### src/rtl/step_gen.sv
// Step-pulse generator: debounced push-button single steps or a free-running
// auto-step prescaler, producing a one-cycle enable for a downstream counter.
module step_gen #(
  parameter int unsigned DB_CYCLES = 4,
  parameter int unsigned DIV_W     = 8
) (
  input  logic             clk,
  input  logic             rst,
  input  logic             btn_in,
  input  logic             auto_en,
  input  logic [DIV_W-1:0] div,
  output logic             step,
  output logic             held,
  output logic             err
);

  localparam int unsigned DC_W = $clog2(DB_CYCLES) + 1;
  localparam logic [DC_W-1:0] DC_LAST = DC_W'(DB_CYCLES - 1);

  typedef enum logic [1:0] {
    IDLE    = 2'd0,
    WAIT_HI = 2'd1,
    PRESSED = 2'd2,
    WAIT_LO = 2'd3
  } state_t;

  state_t            state;
  logic [DC_W-1:0]   dcnt;
  logic [DIV_W-1:0]  pcnt;
  logic              sync_q;
  logic              btn_s;
  logic              press_fire_c;
  logic              auto_fire_c;

  // Two-flop synchronizer for the raw button level
  always_ff @(posedge clk or negedge rst) begin
    if (!rst) begin
      sync_q <= 1'b0;
      btn_s  <= 1'b0;
    end else begin
      sync_q <= btn_in;
      btn_s  <= sync_q;
    end
  end

  // A press is accepted on the edge that moves WAIT_HI -> PRESSED
  assign press_fire_c = (state == WAIT_HI) && btn_s && (dcnt == DC_LAST);
  assign auto_fire_c  = auto_en && (pcnt >= div);

  // Debounce FSM; held tracks PRESSED/WAIT_LO as a registered flag
  always_ff @(posedge clk or negedge rst) begin
    if (!rst) begin
      state <= IDLE;
      dcnt  <= '0;
      held  <= 1'b0;
    end else begin
      case (state)
        IDLE: begin
          if (btn_s) begin
            state <= WAIT_HI;
            dcnt  <= '0;
          end
        end
        WAIT_HI: begin
          if (!btn_s) begin
            state <= IDLE;
          end else if (dcnt == DC_LAST) begin
            state <= PRESSED;
            held  <= 1'b1;
          end else begin
            dcnt <= dcnt + 1'b1;
          end
        end
        PRESSED: begin
          if (!btn_s) begin
            state <= WAIT_LO;
            dcnt  <= '0;
          end
        end
        WAIT_LO: begin
          if (btn_s) begin
            state <= PRESSED;
          end else if (dcnt == DC_LAST) begin
            state <= IDLE;
            held  <= 1'b0;
          end else begin
            dcnt <= dcnt + 1'b1;
          end
        end
        default: begin
          state <= IDLE;
          held  <= 1'b0;
        end
      endcase
    end
  end

  // Prescaler: >= compare lets a lowered div fire at once without wrapping
  always_ff @(posedge clk or negedge rst) begin
    if (!rst) begin
      pcnt <= '0;
    end else if (!auto_en) begin
      pcnt <= '0;
    end else if (auto_fire_c) begin
      pcnt <= '0;
    end else begin
      pcnt <= pcnt + 1'b1;
    end
  end

  // auto_en selects the step source; a press in auto mode is flagged instead
  always_ff @(posedge clk or negedge rst) begin
    if (!rst) begin
      step <= 1'b0;
      err  <= 1'b0;
    end else begin
      step <= auto_en ? auto_fire_c : press_fire_c;
      err  <= auto_en && press_fire_c;
    end
  end

endmodule
### config.mk
export PLATFORM = sky130hd
export DESIGN_NAME = step_gen
export DESIGN_NICKNAME = d
export VERILOG_FILES = /design/src/rtl/step_gen.sv
export SDC_FILE = /design/constraint.sdc
export NUM_CORES = 1
export LEC_CHECK = 0
export ABC_AREA = 1
export CAP_MARGIN = 0
export CORE_MARGIN = 5
export CORE_UTILIZATION = 54
export DETAILED_ROUTE_END_ITERATION = 10
export DONT_BUFFER_PORTS = 1
export HOLD_SLACK_MARGIN = 0.12
export PLACE_DENSITY = 0.78
export SYNTH_ARGS = -nofsm -noshare
export SYNTH_HDL_FRONTEND = slang
export SYNTH_SLANG_ARGS = --single-unit
### constraint.sdc
create_clock -name clk -period 1.5 [get_ports clk]
set_clock_uncertainty 0.2 [all_clocks]
set_input_delay 0.225 -clock clk [delete_from_list [all_inputs] [get_ports clk]]
set_output_delay 0.225 -clock clk [all_outputs]
set_load 0.01 [all_outputs]
* Yosys cells after proc, flatten, opt, wreduce, memory -nomap -nowiden
Cells that the tools add are included.
** Storage, ports and cells
- Input bits :: 12
- Word-level logic and storage cells :: 53
- Flip-flop bits (word level) :: 18
** Cells by class
- Multiplexer cells :: 21
- Order comparisons :: 1
- Reduce and logical (&&, ||, !) cells :: 9
- Equality and inequality tests :: 12
- $add $sub $neg :: 2
** Operators by type and width (number)
- $mux W8 :: 2
- $mux W3 :: 5
- $mux W2 :: 6
- $pmux W3 S4 :: 1
- $ne A2 B2 Y1 const B :: 5
- $add A8 B1 Y8 const B :: 1
- $ge A8 B8 Y1 :: 1
- $pmux W2 S4 :: 1
- $reduce_and A4 Y1 :: 2
- $mux W1 :: 5
- $reduce_and A5 Y1 :: 1
- $eq A2 B2 Y1 const B :: 2
- $logic_and A1 B1 Y1 :: 4
- $add A3 B1 Y3 const B :: 1
- $eq A3 B2 Y1 const B :: 1
- $ne A3 B2 Y1 const B :: 1
- $ne A3 B3 Y1 const B :: 1
- $eq A2 B1 Y1 const B :: 1
- $logic_not A2 Y1 :: 1
- $ne A2 B1 Y1 const B :: 1
- $pmux W1 S2 :: 1
- $reduce_bool A2 Y1 :: 1

* Depth between registers and ports, before layout
Gate-level depths: netlist of run 1.
- Depth in word-level cells :: 4
- Mapped depth :: 11
- Mapped depth without buffers :: 11

* Least setup slack after synthesis of run 1
No wires, ideal clock.
- Kind :: register to register
- From :: register dcnt[0]
- To :: register dcnt[2]
- Library setup time :: 83 ps
- Slack :: 48 ps
- Data required time :: 1217 ps
- Clock period less this slack :: 1452 ps
- Cell stages (with the launch flop) :: 8
- Arrival time :: 1169 ps
- Path through :: dfrtp_1 > ha_1 > ha_1 > nand2_1 > inv_1 > nor2_2 > nand3b_1 > o21ai_0
** Between the ends
- Longest elaborated chain between the ends :: 4
- Elaborated cells between the ends (all ways) :: 6
- Classes of those cells :: 1 x add/sub; 1 x eq/ne; 4 x mux
** Ends and longest elaborated chain
- start, declared :: line 28 : logic [DC_W-1:0] dcnt;
- start signal, assigned :: line 71 : dcnt <= dcnt + 1'b1;
- start signal, assigned :: line 87 : dcnt <= dcnt + 1'b1;
- $add A3 B1 Y3 or $eq A3 B2 Y1 (tied branches)
- $mux W3 * :: line 67, 83
- $mux W3 (on tied branches) :: line 81, 65
- $pmux W3 S4 * :: line 57 : case (state)
Mark *: on every way between the ends. The rest lies on a longest branch, timed or not. The select of a mux whose other input is x is not followed.
A chain may end at the register's enable or synchronous reset.

* Worst setup path after layout of run 1
- From :: register pcnt[0]
- To :: register pcnt[6]
** Between the ends
- Longest elaborated chain between the ends :: 4
- Elaborated cells between the ends (all ways) :: 5
- Classes of those cells :: 1 x add/sub; 1 x order compare; 2 x mux; 1 x reduce/logical
** Ends and longest elaborated chain
- start, declared :: line 29 : logic [DIV_W-1:0] pcnt;
- start signal, assigned :: line 107 : pcnt <= pcnt + 1'b1;
- $ge A8 B8 Y1 :: line 48 : assign auto_fire_c = auto_en && (pcnt >= div);
- $logic_and A1 B1 Y1 :: line 48
- $mux W8 * :: line 104 : end else if (auto_fire_c) begin
- $mux W8 * :: line 102 : end else if (!auto_en) begin
Mark *: on every way between the ends. The rest lies on a longest branch, timed or not.

==> flow_metrics.tcl, run 1 <==
set metrics [dict create \
    min_path_cells 0 \
    path_clk_slew_ns 0.10 \
    cp-start-kind "flip-flop" \
    cts_buffers 3 \
    syn_inst 112 \
    final_layout_size_suffix_gt1_share_pct 35.7 \
    maxCapViolCount 0 \
    viasPerCell 4.88 \
    fin_crit_sh_pct 106 \
    grt_max_degree 19 \
    cp_slowest_cell "dfrtp_1" \
    min_from "sync_q" \
    p_clk_share_pct 18.3 \
    setup.worst_path.end_class "flip-flop" \
    swShare_pct 34.1 \
    crit_path_cell_trace "buf_6, ha_4, nand3_4, nor3_4, xor2_1, nor2_4" \
    worstReg2RegStart "pcnt[0]" \
    die_height_um 52.4 \
    worst_slack_ns -0.0915 \
    final_net_count 154 \
    r2r_end "pcnt[6]" \
    slew_headroom_pct 47.6 \
    postRouteWirelength_um 2020 \
    tightest_slew_ns 0.783 \
    grt_usage_pct 15.0 \
    antenna_found_initial 0 \
    port_buffers 0 \
    num_rows 15 \
    leakagePower_nw 0.658 \
    synthTopCellsByArea "dfrtp_1 (47%), ha_1 (14%), inv_1 (8.9%), nand2_1 (7.8%), nor2_1 (5.4%)" \
    hold_path_class "reg2reg" \
    irDropWorstVdd_uv 964 \
    violations "setup timing" \
    power_density_nw_per_um2 957 \
    root_buffer "clkbuf_4" \
    syn_area_um2 968 \
    ys_warn_count 0 \
    slew_violations 0 \
    drc 0 \
    critPathMaxFanout 3 \
    fin_area_um2 1310 \
    fmax_mhz 628 \
    internal-power_uw 829 \
    async_flop_share_pct 100 \
    clock_sinks 18 \
    period_needed_ns 1.59 \
    whs_endpoint "btn_s" \
    syn_to_final_growth_pct 35.7 \
    io_pins 15 \
    placed_cell_area_um2 1050 \
    globalplace.congestion 0.825 \
    dieArea_um2 2740 \
    rsz0062_at_grt "yes" \
    status "finished with violations" \
    grt_first_pass_wirelength_um 3070 \
    ys_seq_elements 18 \
    cp.required_ns 1.48 \
    synth_top_area_share_pct 46.5 \
    die_w_um 52.4 \
    fin_cells 154 \
    synth_edf_count 0 \
    place_hpwl_um 1370 \
    tritoncts "done" \
    reg2reg_slack_ns -0.09 \
    ant_nets 0 \
    cts_buffer_depth 2 \
    grt_overflow_total 0 \
    initial_core_util_pct 56.7 \
    p_seq_share_pct 52.2 \
    finalSetupViolations 10 \
    yosysTopAreaCell "dfrtp_1" \
    slowest_delay_ns 0.40 \
    cp.arrival_ns 1.58 \
    path_class "reg2reg" \
    grt_pass1_vias 793 \
    worstSkewPairLatency_ns 0.29 \
    wl_per_cell_um 13.1 \
    yosysSeqAreaShare_pct 46.5 \
    switchingPower_uw 428 \
    n_antenna_cell 0 \
    r2r_cells 6 \
    ys.flop_type "dfrtp_1" \
    final_util_pct 76.9 \
    ys_types 16 \
    coreArea_um2 1710 \
    htreeDepth 1 \
    place_inst 144 \
    vias 751 \
    p_comb_share_pct 29.5 \
    synth_fp_nets 135 \
    dr.pass1.iters 4 \
    hold_viol 0 \
    drt_iter0_markers 10 \
    avgSynthCellArea_um2 8.65 \
]
[metrics by stage]
stage	setup slack (ns)	hold slack, ns	total power [mW]	setup TNS (ns)
2_1_floorplan	0.0480	-0.271	0.803	0
3_5_place_dp	-0.0697	-0.270	0.873	-0.503
5_1_grt	-0.153	0.175	1.34	-1.47
4_1_cts	-0.0379	0.162	1.14	-0.234
3_3_place_gp	-0.0260	-0.270	0.848	-0.158
6_report	-0.0915	0.160	1.26	-0.573
[critical path, delay by kind of cell, from the launching register on]
kind / cells / cell delay (ns)
xor+xnor: 1 / 0.27
simple gates: 3 / 0.33
flops: 1 / 0.40
buf+inv: 1 / 0.13
fa+ha+maj: 1 / 0.15
[registers in the layout, indices dropped and copies added, names as in the netlist, named ones only]
signal  cells
err         1
held        1
sync_q      1
pcnt        8
step        1
dcnt        3
btn_s       1
state       1
[power groups by stage]
| stage | Combinational (mW) | Sequential, mW | Clock, mW |
|---|---|---|---|
| 5_1_grt | 0.426 | 0.666 | 0.252 |
| 6_report | 0.371 | 0.656 | 0.230 |
| 3_5_place_dp | 0.230 | 0.643 | 0 |
| 2_1_floorplan | 0.176 | 0.627 | 0 |
| 4_1_cts | 0.271 | 0.632 | 0.235 |
| 3_3_place_gp | 0.210 | 0.638 | 0 |
[worst max path at each step]
stage,startpoint,end,cells after the start
2_1_floorplan,dcnt[0],dcnt[2],7
3_3_place_gp,pcnt[7],pcnt[2],6
3_5_place_dp,pcnt[7],pcnt[6],6
4_1_cts,pcnt[0],pcnt[2],11
5_1_grt,pcnt[0],pcnt[6],6
6_report,pcnt[0],pcnt[6],6
[kinds of logic after synthesis]
logic type	after synthesis	share of synthesized area [%]
buffers and inverters	23	8.91
flip-flops	18	46.5
AO/OA/AOI/OAI	7	4.01
adder cells (fa/ha/maj)	11	14.2
XOR/XNOR	6	5.43
AND/OR/NAND/NOR	47	20.9
[synth_stat cells, types with 2 or more instances]
cell,n
nand2_1,20
a21oi_1,2
inv_1,23
nand3_1,8
ha_1,11
o21ai_0,4
nor2_1,14
xnor2_1,2
xor2_1,4
dfrtp_1,18
[routing by layer]
layer | part of all wire, % | vias up | wire length (um) | GRT usage (%)
met5 | 0 | - | 0 | 0
met4 | 0.30 | 0 | 6 | 3.83
met3 | 3.4 | 2 | 69 | 4.27
met2 | 55 | 14 | 1110 | 27.7
met1 | 41 | 355 | 834 | 16.6
li1 | - | 380 | - | -
[layout by cell type, fill, tap and decap left out, types with 3 or more instances in the layout]
cell type / n
ha_1: 5
nor2_4: 3
inv_1: 20
ha_4: 5
clkbuf_4: 3
buf_4: 10
nand3_1: 3
nor2_2: 7
dfrtp_1: 18
nor2_1: 5
xor2_1: 4
nand2_2: 3
o21ai_1: 3
nand2_1: 16
dlygate4sd3_1: 3
nand3_2: 4
[repair_timing]
| action | CTS | global route |
|---|---|---|
| hold buffers | 3 | 0 |
| endpoints found under the hold margin | 21 | 0 |
| setup endpoints to repair | 11 | 14 |
| gates resized for setup | 9 | 34 |
| buffers inserted | 1 | 3 |
| pin swaps | 3 | 22 |
[layout make-up]
| class | count | area, um2 |
|---|---|---|
| multi-input cells | 71 | 604 |
| repair buffers | 14 | 116 |
| clock buffers | 3 | 22.5 |
| flip-flops and latches | 18 | 450 |
| fillers | 103 | 394 |
| well taps | 25 | 31.3 |
| inverters | 23 | 88.8 |
Note: power is estimated with default switching activity, not from simulation.
==> inputs of run 2 (changes only) <==
- CTS_CLUSTER_DIAMETER: default -> 200
- RECOVER_POWER: default -> 25
- SETUP_SLACK_MARGIN: default -> 0.05
==> run 2 against run 1 <==
Routed wire length fell by 7.9%. Total power rose by 5.6%. Fmax rose by 5.0%. Final cell count fell by 0.65%. Critical endpoint is now pcnt[4]. The flow still finishes with violations (setup timing). Highest routed layer unchanged. Die area did not move.
==> flow_metrics.tcl, run 2 (synthesis gave the netlist of run 1 again) <==
set metrics [dict create \
    irDropWorstVdd_uv 838 \
    met2_usage_pct 28.1 \
    slew_headroom_pct 45.4 \
    setup.worst_path.end_class "flip-flop" \
    grt-busiest-layer "met2" \
    grt_first_pass_wirelength_um 3070 \
    worst_path_most_repeated_cell "nand3_1" \
    place_inst 144 \
    drt_iter0_markers 12 \
    largestRegisters "pcnt: 8 flops, dcnt: 3 flops" \
    largest_reg_flops 8 \
    crit_buf_inv 0 \
    hold_viol 0 \
    grtUsageMet1_pct 15.7 \
    drc 0 \
    antenna_found_initial 0 \
    grt_usage_pct 15.4 \
    port_buffers 0 \
    holdWs_ns 0.164 \
    cts_buffer_depth 2 \
    layout_common_cells "inv_1 (22), dfrtp_1 (18), nand2_1 (17)" \
    initial_core_util_pct 56.7 \
    power_mw 1.33 \
    tightest_slew_ns 0.817 \
    top_register "pcnt" \
    cp.arrival_ns 1.55 \
    n_antenna_cell 0 \
    grt_overflow_total 0 \
    violations "setup timing" \
    cts_buffers 3 \
    period_needed_ns 1.52 \
    htreeDepth 1 \
    place_hpwl_um 1330 \
    vias 760 \
    io_pins 15 \
    wl_per_cell_um 12.2 \
    fin_cells 153 \
    cp.required_ns 1.54 \
    hold_path_class "reg2reg" \
    maxCapViolCount 0 \
    met3_usage_pct 4.27 \
    path_class "reg2reg" \
    dieArea_um2 2740 \
    final_common_cell "inv_1" \
    final_layout_size_suffix_gt1_share_pct 21.1 \
    clock_sinks 18 \
    crit_path_cell_trace "ha_1, nand3_1, nand3_1, a21oi_2, nand2_4, nor2_1" \
    slew_violations 0 \
    dr.pass1.iters 4 \
    syn_to_final_growth_pct 25.2 \
    status "finished with violations" \
    coreArea_um2 1710 \
    power_density_nw_per_um2 1090 \
    rsz0062_at_grt "yes" \
    nFillCells 118 \
    viasPerCell 4.97 \
    postRouteWirelength_um 1860 \
    num_rows 15 \
    leakagePower_nw 0.644 \
    setup-tns-final_ns -0.0741 \
    die_height_um 52.4 \
    path_delay_family "flip-flops" \
    fin_crit_sh_pct 101 \
    worstSkewPairLatency_ns 0.29 \
    die_w_um 52.4 \
    slowest_delay_ns 0.40 \
    tritoncts "done" \
    root_buffer "clkbuf_4" \
    finalSetupViolations 9 \
    fmax_mhz 660 \
    final_net_count 152 \
    path_clk_slew_ns 0.11 \
    detailedPlace.worstSlack_ns -0.0421 \
    cp_slowest_cell "dfrtp_1" \
    cp-start-kind "flip-flop" \
    grt_pass1_vias 769 \
    globalplace.congestion 0.750 \
    worst_slack_ns -0.0155 \
    critPathMaxFanout 8 \
    grt_max_degree 19 \
    ant_nets 0 \
]
run 2: cell types whose count changed in the layout (fill, tap and decap cells not counted), sizes merged:
cell,delta
buf,-2
clkbuf,+1
run 2: through the flow:
step | cell area (um2) | utilization, %
global placement | 1060 | 61.9
detailed placement | 1060 | 61.9
finish | 1210 | 71.0
CTS | 1170 | 68.7
global route | 1210 | 71.0
floorplan | 973 | -
run 2: final timing paths:
path / startpoint / slack, ns / cells past startpoint / to
max: pcnt[6] / -0.02 / 6 / pcnt[4]
min: sync_q / 0.16 / 0 / btn_s
max reg2reg: pcnt[6] / -0.02 / 6 / pcnt[4]
min reg2reg: sync_q / 0.16 / 0 / btn_s
max in group asynchronous: rst / 0.34 / 1 / sync_q
min in group asynchronous: rst / 0.26 / 1 / pcnt[3]
run 2: area by class of cell:
| type | count | area [um2] | share of cell area (%) |
|---|---|---|---|
| Multi-Input combinational cell | 71 | 504 | 41.6 |
| Timing Repair Buffer | 12 | 101 | 8.36 |
| Inverter | 23 | 88.8 | 7.33 |
| Tap cell | 25 | 31.3 | 2.58 |
| Clock buffer | 4 | 36.3 | 2.99 |
| Sequential cell | 18 | 450 | 37.2 |
run 2: timing repair:
item,CTS,global route
resized for setup,12,8
setup endpoints to repair,14,15
endpoints found under the hold margin,21,0
setup buffers,1,1
pin swaps,6,5
hold buffers,3,0
run 2: power breakdown:
group	switching, mW	internal, mW
Sequential	0.0875	0.567
Clock	0.155	0.148
Combinational	0.196	0.175
Total	0.438	0.889
run 2: layer usage:
layer | up-vias | wire length, um
li1 | 379 | -
met1 | 364 | 818
met2 | 15 | 964
met3 | 2 | 61
met4 | 0 | 15
met5 | - | 0
==> inputs of run 3 (changes only) <==
- CORE_UTILIZATION: 54 -> 60
- PLACE_DENSITY: 0.78 -> 0.82
- clock period: 1.5 -> 1.6 ns (I/O delays scaled with it)
==> run 3 against run 2 <==
The flow now finishes without violations. Total power down 15%. Setup slack better by 0.099 ns. Register-to-register slack better by 0.099 ns. Fmax about the same. Flip-flop and latch count unchanged.
==> flow_metrics.tcl, run 3 (synthesis gave the netlist of run 1 again) <==
set metrics [dict create \
    path_class "reg2reg" \
    port_buffers 0 \
    worstSkewPairLatency_ns 0.29 \
    path_clk_slew_ns 0.10 \
    grt_first_pass_wirelength_um 2840 \
    p_clk_share_pct 24.4 \
    power_density_nw_per_um2 977 \
    dr.pass1.iters 2 \
    period_needed_ns 1.52 \
    die_w_um 50.2 \
    cp_slowest_cell "dfrtp_1" \
    clock_sinks 18 \
    internal-power_uw 778 \
    leakagePower_nw 0.602 \
    vias 707 \
    die_height_um 50.2 \
    initial_core_util_pct 63.5 \
    finalSetupViolations 0 \
    swShare_pct 30.8 \
    met3_usage_pct 5.33 \
    dieArea_um2 2520 \
    p_seq_share_pct 53.4 \
    grt_usage_pct 14.9 \
    grt_overflow_total 0 \
    place_hpwl_um 1200 \
    n_antenna_cell 0 \
    io_pins 15 \
    cts_buffer_depth 2 \
    num_rows 14 \
    cp-start-kind "flip-flop" \
    viasPerCell 5.05 \
    status "complete, no violations" \
    htreeDepth 1 \
    met2_usage_pct 24.9 \
    tightest_slew_ns 0.781 \
    drc 0 \
    slew_headroom_pct 47.8 \
    final_common_cell "inv_1" \
    hold_path_class "reg2reg" \
    tritoncts "done" \
    setup.worst_path.end_class "flip-flop" \
    slowest_delay_ns 0.42 \
    postRouteWirelength_um 1580 \
    power_mw 1.12 \
    switchingPower_uw 346 \
    rsz0062_at_grt "yes" \
    largestRegisters "pcnt: 8 flops, dcnt: 3 flops" \
    hold_viol 0 \
    cp.required_ns 1.59 \
    final_layout_size_suffix_gt1_share_pct 18.5 \
    irDropWorstVdd_uv 779 \
    worst_path_most_repeated_cell "nor2_1" \
    globalplace.congestion 0.756 \
    grt_max_degree 19 \
    final_util_pct 75.5 \
    grtUsageMet1_pct 16.9 \
    largest_reg_flops 8 \
    layout_common_cells "inv_1 (22), dfrtp_1 (18), nand2_1 (17)" \
    wl_per_cell_um 11.3 \
    coreArea_um2 1520 \
    fmax_mhz 659 \
    critPathMaxFanout 8 \
    syn_to_final_growth_pct 18.7 \
    cts_buffers 3 \
    p_comb_share_pct 22.2 \
    maxCapViolCount 0 \
    root_buffer "clkbuf_4" \
    final_net_count 148 \
    drt_iter0_markers 4 \
    slew_violations 0 \
    cp.arrival_ns 1.51 \
    ant_nets 0 \
    top_register "pcnt" \
    antenna_found_initial 0 \
    fin_crit_sh_pct 94.8 \
    grt-busiest-layer "met2" \
    crit_path_cell_trace "ha_4, nand2_1, nor2_1, nand2_2, nand2_4, nor2_1" \
    grt_pass1_vias 675 \
]
[run 3: cell count changes in the layout (fill, tap and decap cells not counted), sizes merged]
cell and change:
buf -4
[run 3: path summary, 6_finish.rpt]
path	from	end	slack, ns	cells past startpoint
max reg2reg	pcnt[7]	pcnt[4]	0.08	6
max in group asynchronous	rst	dcnt[2]	0.45	1
max	pcnt[7]	pcnt[4]	0.08	6
min	sync_q	btn_s	0.18	0
min reg2reg	sync_q	btn_s	0.18	0
min in group asynchronous	rst	pcnt[5]	0.26	1
[run 3: area by class of cell]
class,instances,area [um2]
clock buffer,4,36.3
tap,16,20.0
inverter,23,86.3
timing repair buffer,8,67.6
multi-input combinational,71,489
fill,100,374
sequential,18,450
[run 3: power by group through the flow]
stage | registers, mW | clock network, mW | logic (mW)
floorplan | 0.588 | 0 | 0.165
detailed placement | 0.601 | 0 | 0.203
CTS | 0.591 | 0.284 | 0.235
finish | 0.600 | 0.274 | 0.249
global placement | 0.599 | 0 | 0.190
global route | 0.613 | 0.309 | 0.297
[run 3: routing by layer]
layer | up-vias | wire (um)
li1 | 367 | -
met1 | 323 | 681
met2 | 13 | 787
met3 | 4 | 83
met4 | 0 | 24
met5 | - | 0
[run 3: repair_timing]
| item | CTS | global route |
|---|---|---|
| hold buffers | 3 | 0 |
| endpoints found under the setup margin | 11 | 14 |
| endpoints found under the hold margin | 21 | 0 |
| pin swaps | 2 | 2 |
| buffers inserted | 1 | 2 |
| resized for setup | 1 | 12 |
[run 3: stage by stage]
stage | worst slack (ns) | std cells | TNS [ns] | hold WS (ns) | area, um2
after floorplan | 0.148 | 112 | 0 | -0.256 | 968
after global placement | 0.0530 | 130 | 0 | -0.255 | 1000
after detailed placement | 0.0188 | 130 | 0 | -0.255 | 1000
after CTS | 0.0378 | 138 | 0 | 0.175 | 1080
after global routing | -0.0294 | 140 | -0.183 | 0.195 | 1150
final | 0.0835 | 140 | 0 | 0.179 | 1150
[run 3: critical path: cells and delay by family (launching register included)]
kind / cells / cell delay, ns
DFF: 1 / 0.42
adders and majority gates: 1 / 0.29
and+or+nand+nor: 5 / 0.49
